==> config.mk <==
export PLATFORM = sky130hd
export DESIGN_NAME = channel_lfsr
export DESIGN_NICKNAME = d
export VERILOG_FILES = /design/src/rtl/channel_pkg.sv /design/src/rtl/channel_lfsr.sv
export SDC_FILE = /design/constraint.sdc
export NUM_CORES = 1
export LEC_CHECK = 0
export CELL_PAD_IN_SITES_DETAIL_PLACEMENT = 1
export CELL_PAD_IN_SITES_GLOBAL_PLACEMENT = 2
export CORE_MARGIN = 4
export CORE_UTILIZATION = 31
export DETAILED_ROUTE_END_ITERATION = 8
export GPL_ROUTABILITY_DRIVEN = 0
export PLACE_DENSITY = 0.74
export SLEW_MARGIN = 20
export SYNTH_ARGS = -nofsm -noshare
export SYNTH_HDL_FRONTEND = slang
export SYNTH_SLANG_ARGS = --single-unit
==> constraint.sdc <==
create_clock -name clk -period 1.1 [get_ports clk]
set_input_delay 0.11 -clock clk [delete_from_list [all_inputs] [get_ports clk]]
set_output_delay 0.11 -clock clk [all_outputs]
set_load 0.01 [all_outputs]
==> src/rtl/channel_pkg.sv <==
// Shared types and constants for the encoder-to-decoder channel model.
package channel_pkg;

    localparam int unsigned LFSR_W = 16;

    typedef enum logic [1:0] {
        MODE_BYPASS     = 2'd0,
        MODE_DELAY      = 2'd1,
        MODE_RANDOM_BIT = 2'd2,
        MODE_BURST      = 2'd3
    } mode_e;

    typedef enum logic {
        ST_IDLE  = 1'b0,
        ST_BURST = 1'b1
    } burst_state_e;

    // Right-shift Fibonacci form: polynomial taps 16,14,13,11 sit at register bits 0,2,3,5.
    localparam logic [LFSR_W-1:0] LFSR_TAPS         = 16'h002D;
    localparam logic [LFSR_W-1:0] LFSR_DEFAULT_SEED = 16'hACE1;

    function automatic logic [LFSR_W-1:0] lfsr_step(input logic [LFSR_W-1:0] s);
        return {^(s & LFSR_TAPS), s[LFSR_W-1:1]};
    endfunction

endpackage

==> src/rtl/channel_lfsr.sv <==
// 16-bit Fibonacci LFSR that advances only when enabled; reset loads SEED.
module channel_lfsr
    import channel_pkg::*;
#(
    parameter logic [LFSR_W-1:0] SEED = LFSR_DEFAULT_SEED
) (
    input  logic              clk,
    input  logic              rst_n,
    input  logic              i_en,
    output logic [LFSR_W-1:0] o_lfsr
);

    logic [LFSR_W-1:0] r_lfsr;

    always_ff @(posedge clk or negedge rst_n) begin
        if (!rst_n) begin
            r_lfsr <= SEED;
        end else if (i_en) begin
            r_lfsr <= lfsr_step(r_lfsr);
        end
    end

    assign o_lfsr = r_lfsr;

endmodule

==> results of run 1 <==
-- placed cells by master (no fill, tap or decap) --
master           instances
clkbuf_1                 1
a21oi_1                  1
buf_2                    7
clkbuf_4                 3
mux2_4                   8
dfstp_2                  8
clkdlybuf4s15_1          5
buf_4                   18
dfrtp_1                  8
xnor2_2                  1
nor2_1                   1
buf_6                    1
mux2_2                   7
xnor2_1                  2
dlygate4sd2_1            3
clkdlybuf4s50_1          2
-- final cells by class --
cell class	instances	area (um^2)	share of cell area
well taps	27	33.78	0.03413
flip-flops and latches	16	410.4	0.4147
multi-input cells	20	241.5	0.2440
clock buffers	4	26.28	0.02655
repair buffers	36	277.8	0.2807
-- per-stage QoR --
step | cells | hold WS, ns | util | instance area [um^2]
after floorplan | 38 | -0.1856 | - | 675.6
after global placement | 94 | 0.4523 | 0.4728 | 955.9
after detailed placement | 94 | 0.4456 | 0.4728 | 955.9
after CTS | 100 | 0.1467 | 0.4684 | 947.2
after global routing | 103 | 0.1483 | 0.4895 | 989.7
final | 103 | 0.1459 | 0.4895 | 989.7
-- routing by layer --
| metal | track usage | vias up | share of wire |
|---|---|---|---|
| met2 | 0.1673 | 14 | 0.45 |
| met3 | 0.03815 | 0 | 0.071 |
| met1 | 0.1387 | 214 | 0.47 |
| li1 | - | 208 | - |
| met4 | 0.02490 | 0 | 0 |
| met5 | 0 | - | 0 |
-- cells in the mapped netlist --
master,number,share of area
dfrtp_1,8,0.30
mux2_4,8,0.18
nor2_1,1,0.0056
buf_12,1,0.030
mux2_2,7,0.12
buf_6,1,0.017
xnor2_1,3,0.039
a21oi_1,1,0.0074
dfstp_2,8,0.31
-- cells by family (layout without fill, tap and decap cells) --
group	count (synthesis)	in the layout	synth area share
buffers and inverters	2	40	0.04630
AND/OR/NAND/NOR	1	1	0.005550
multiplexers	15	15	0.2945
XOR/XNOR	3	3	0.03890
flip-flops	16	16	0.6074
AO/OA/AOI/OAI	1	1	0.007400
-- power breakdown --
part	leakage (nW)	internal (mW)	switching, mW	total, mW
clock network	0.0150	0.140	0.172	0.313
registers	0.177	0.996	0.170	1.17
logic	0.273	1.06	0.614	1.67
total	0.465	2.19	0.956	3.15
-- path summary, 6_finish.rpt --
path,startpoint,to
min in group clk,o_lfsr[14]$_DFFE_PN0P_,o_lfsr[14]$_DFFE_PN0P_
worst min-delay path,rst_n,o_lfsr[12]$_DFFE_PN0P_
max in group asynchronous,rst_n,o_lfsr[6]$_DFFE_PN1P_
worst max register to register,o_lfsr[5]$_DFFE_PN1P_,o_lfsr[15]$_DFFE_PN1P_
worst min register to register,o_lfsr[14]$_DFFE_PN0P_,o_lfsr[14]$_DFFE_PN0P_
worst max-delay path,o_lfsr[3]$_DFFE_PN0P_,o_lfsr[3]
-- repair_timing --
item | in CTS | in global routing
pin swaps | 0 | 2
setup buffers | 2 | 3
resized for setup | 40 | 7
setup endpoints to repair | 16 | 9
==> flow_metrics.py, run 1 <==
metrics = {
    "clocking": {
        "cts_hold_buffers": 0,
        "cts.sinks": 16,
        "insertion_delay_ns": 0.27,
        "cts_root_buf": "clkbuf_4",
        "cts_tree": "yes",
        "cts_buffer_depth": 2,
        "clkTransAtPathRegs_ns": 0.09,
        "numCtsBuffers": 3,
        "h-tree-depth": 1,
    },
    "layout": {
        "nets": 80,
        "layout-drive-gt1-share": 0.6974,
        "largest_reg_flops": 16,
        "n_antenna_cell": 0,
        "area_delta_synth_final_pct": 46.48,
        "filler_cell_count": 219,
    },
    "critical_path": {
        "critPathCaptureType": "output pin",
        "cp_max_fo": 2,
        "slowest_delay_ns": 0.40,
        "cpLargestDelayFamily": "flip-flops",
        "path_cells": "dlygate4sd2_1",
        "crit_arrival_ns": 0.96,
        "worst-path-stages": 1,
        "cp_num_buf_inv": 1,
        "crit_slowest_cell": "dfrtp_1",
        "critPathKind": "reg2out",
        "r2r_setup_slack_ns": 0.06,
        "r2r_cells": 4,
        "cp_data_required_time_ns": 0.99,
        "critPathLaunchType": "register",
    },
    "sta": {
        "hold_violations": 0,
        "rsz0062_at_grt": "true",
        "timing.setup.tns_ns": 0,
        "min_period_ns": 1.069,
        "setup_viol": 0,
        "slew_viol_final": 0,
        "worstMarginPinSlew_ns": 0.2008,
        "maxSlewHeadroom": 0.8661,
        "period_share": 0.9720,
        "final.setup.worst_slack_ns": 0.03080,
        "clock-skew-final_ns": 0.006306,
        "max_freq_mhz": 935.3,
    },
    "drt": {
        "drcViolationCount": 0,
        "wl_per_cell_um": 12.69,
        "postRouteAntennaNets": 0,
        "viasPerCell": 4.233,
        "wirelength_um": 1307,
        "drt_iter0_markers": 0,
        "dr.pass1.iters": 1,
        "vias": 436,
    },
    "floorplanning": {
        "dieArea_um2": 2990,
        "rows": 16,
        "die_w_um": 54.69,
        "top_level_ports": 19,
        "coreArea_um2": 2022,
        "die_h_um": 54.69,
        "initial_core_util": 0.3342,
    },
    "global_route": {
        "grt_pass1_vias": 506,
        "grt_max_degree": 17,
        "overflow": 0,
        "grt_pass1_wl_um": 2325,
        "antenna_found_initial": 0,
        "grt_use_total": 0.1066,
    },
    "power_and_ir_drop": {
        "vdd_drop_max_uv": 1497,
        "leakage_nw": 0.4652,
        "power.total_mw": 3.150,
        "powerDensity_nw_per_um2": 3183,
    },
    "run": {
        "drv_cap": 0,
    },
    "synthesis": {
        "syn_inst": 38,
        "synth_cell_type_count": 9,
        "synth_area_um2": 675.6,
        "ys_warn_count": 0,
        "ys_ff_latch": 16,
        "syn-num-nets": 41,
        "yosysSeqAreaShare": 0.6074,
        "syn_area_per_cell_um2": 17.78,
    },
    "status": {
        "status": "finished, final reports clean",
    },
    "place": {
        "hpwl_um": 923.6,
        "place_ws_ns": -0.1662,
        "io_buffers": 18,
    },
    "hold_path": {
        "hold_path.class": "in2async",
    },
}
Note: power is estimated with default switching activity, not from simulation.
==> run 2, diff against run 1 <==
--- a/config.mk
+++ b/config.mk
@@ -7,6 +7,7 @@
 export LEC_CHECK = 0
 export CELL_PAD_IN_SITES_DETAIL_PLACEMENT = 1
 export CELL_PAD_IN_SITES_GLOBAL_PLACEMENT = 2
+export CORE_ASPECT_RATIO = 0.8
 export CORE_MARGIN = 4
 export CORE_UTILIZATION = 31
 export DETAILED_ROUTE_END_ITERATION = 8
==> run 2 against run 1 <==
Clock-buffer cell count stayed put. Routed wire length is 4.9% higher. Maximum frequency is 1.0% lower. Core utilization is 4.1 points higher. Worst setup slack worse by 0.011 ns. Critical path depth stayed put. Sequential power hardly changed. Highest routed layer is now met4.
==> flow_metrics.py, run 2 (same netlist as run 1, synthesis figures left out) <==
metrics = {
    "critical_path": {
        "crit_slowest_cell": "dfstp_2",
        "cp_num_buf_inv": 1,
        "cp_data_required_time_ns": 0.99,
        "r2r_setup_slack_ns": 0.05,
        "critPathKind": "reg2out",
        "crit_arrival_ns": 0.97,
        "cp_max_fo": 3,
        "slowest_delay_ns": 0.57,
        "cp-startpoint": "o_lfsr[15]$_DFFE_PN1P_",
        "path_cells": "buf_6",
        "regToRegStartpoint": "o_lfsr[5]$_DFFE_PN1P_",
        "cpLargestDelayFamily": "flip-flops",
        "critPathLaunchType": "register",
        "critPathCaptureType": "output pin",
    },
    "floorplanning": {
        "die_w_um": 60.20,
        "coreArea_um2": 1979,
        "top_level_ports": 19,
        "dieArea_um2": 2995,
        "die_h_um": 49.76,
        "initial_core_util": 0.3413,
        "rows": 14,
    },
    "sta": {
        "max_freq_mhz": 925.8,
        "setup_viol": 0,
        "hold_violations": 0,
        "maxSlewHeadroom": 0.8618,
        "period_share": 0.9820,
        "rsz0062_at_grt": "true",
        "min_period_ns": 1.080,
        "clock-skew-final_ns": 0.003525,
        "slew_viol_final": 0,
        "worstMarginPinSlew_ns": 0.2074,
    },
    "place": {
        "hpwl_um": 958,
        "dpl_cell_area_um2": 957.2,
        "io_buffers": 18,
        "dpl.cell_count": 90,
    },
    "drt": {
        "dr.pass1.iters": 1,
        "drcViolationCount": 0,
        "postRouteAntennaNets": 0,
        "drt_iter0_markers": 0,
        "viasPerCell": 4.307,
        "wl_per_cell_um": 13.57,
        "vias": 435,
        "wirelength_um": 1371,
    },
    "global_route": {
        "grt_pass1_wl_um": 2421,
        "overflow": 0,
        "grt_use_total": 0.1074,
        "grt_pass1_vias": 493,
        "grt_max_degree": 17,
        "antenna_found_initial": 0,
    },
    "layout": {
        "layout-drive-gt1-share": 0.7143,
        "final_common_cell": "buf_4",
        "stdcell_area_um2": 1051,
        "n_antenna_cell": 0,
        "area_delta_synth_final_pct": 55.56,
        "nets": 81,
        "mostFrequentLayoutCells": "buf_4, mux2_4, dfstp_2, dfrtp_1, clkdlybuf4s15_1",
        "largest_reg_flops": 16,
        "stdcell_count": 101,
    },
    "run": {
        "drv_cap": 0,
    },
    "clocking": {
        "cts_tree": "yes",
        "clkTransAtPathRegs_ns": 0.09,
        "cts_buffer_depth": 2,
        "cts.sinks": 16,
        "cts_root_buf": "clkbuf_4",
        "numCtsBuffers": 3,
        "cts_hold_buffers": 0,
        "h-tree-depth": 1,
        "insertion_delay_ns": 0.29,
    },
    "status": {
        "status": "finished, final reports clean",
    },
    "hold_path": {
        "hold_path.class": "in2async",
    },
    "power_and_ir_drop": {
        "leakage_nw": 0.4900,
        "powerDensity_nw_per_um2": 3238,
        "vdd_drop_max_uv": 1904,
    },
}
## run 2: changes by cell type in the layout (fill, tap and decap cells not counted)
| cell | delta |
|---|---|
| buf_2 | -5 |
| buf_6 | +5 |
| clkdlybuf4s15_1 | +3 |
| dlygate4sd2_1 | -3 |
| buf_12 | +1 |
| clkbuf_1 | -1 |
| clkbuf_8 | +1 |
## run 2: worst paths after layout
check                      depth (start not counted)                      to
max in group asynchronous                          2   o_lfsr[0]$_DFFE_PN1P_
setup reg to reg                                   4  o_lfsr[15]$_DFFE_PN1P_
hold / removal                                     2   o_lfsr[8]$_DFFE_PN0P_
min in group clk                                   2  o_lfsr[15]$_DFFE_PN1P_
hold reg to reg                                    2  o_lfsr[15]$_DFFE_PN1P_
setup / recovery                                   1              o_lfsr[15]
## run 2: per-layer routing
layer	vias up	GRT usage	share of wire
met4	0	0.02214	0.0095
met3	3	0.04700	0.050
li1	209	-	-
met5	-	0	0
met2	9	0.1655	0.51
met1	214	0.1383	0.43
## run 2: layout make-up
class / instances / area [um^2]
Timing Repair Buffer: 37 / 332.8
Tap cell: 24 / 30.03
Fill cell: 207 / 928.4
Sequential cell: 16 / 410.4
Clock buffer: 4 / 36.28
Multi-Input combinational cell: 20 / 241.5
## run 2: repair_timing
| action | 4_1_cts | 5_1_grt |
|---|---|---|
| pin swaps | 0 | 2 |
| setup buffers | 6 | 1 |
| hold endpoints to repair | 0 | 0 |
| resized for setup | 43 | 12 |
| endpoints found under the setup margin | 16 | 14 |
## run 2: stage by stage
step	utilization	hold slack, ns	power [mW]	setup TNS (ns)	setup slack (ns)
after floorplan	-	-0.1856	1.914	0	0.1234
after global placement	0.4836	0.4457	2.862	-2.324	-0.1537
after detailed placement	0.4836	0.4545	2.890	-2.403	-0.1663
after CTS	0.5038	0.1235	3.239	0	0.001091
after global routing	0.5310	0.1297	3.656	-0.06749	-0.02506
final	0.5310	0.1289	3.404	0	0.01980
## run 2: report_power, final
part	switching [mW]	internal, mW	total [mW]
Combinational	0.626	1.20	1.83
Sequential	0.187	0.999	1.19
Clock	0.190	0.202	0.392
Total	1.00	2.40	3.40
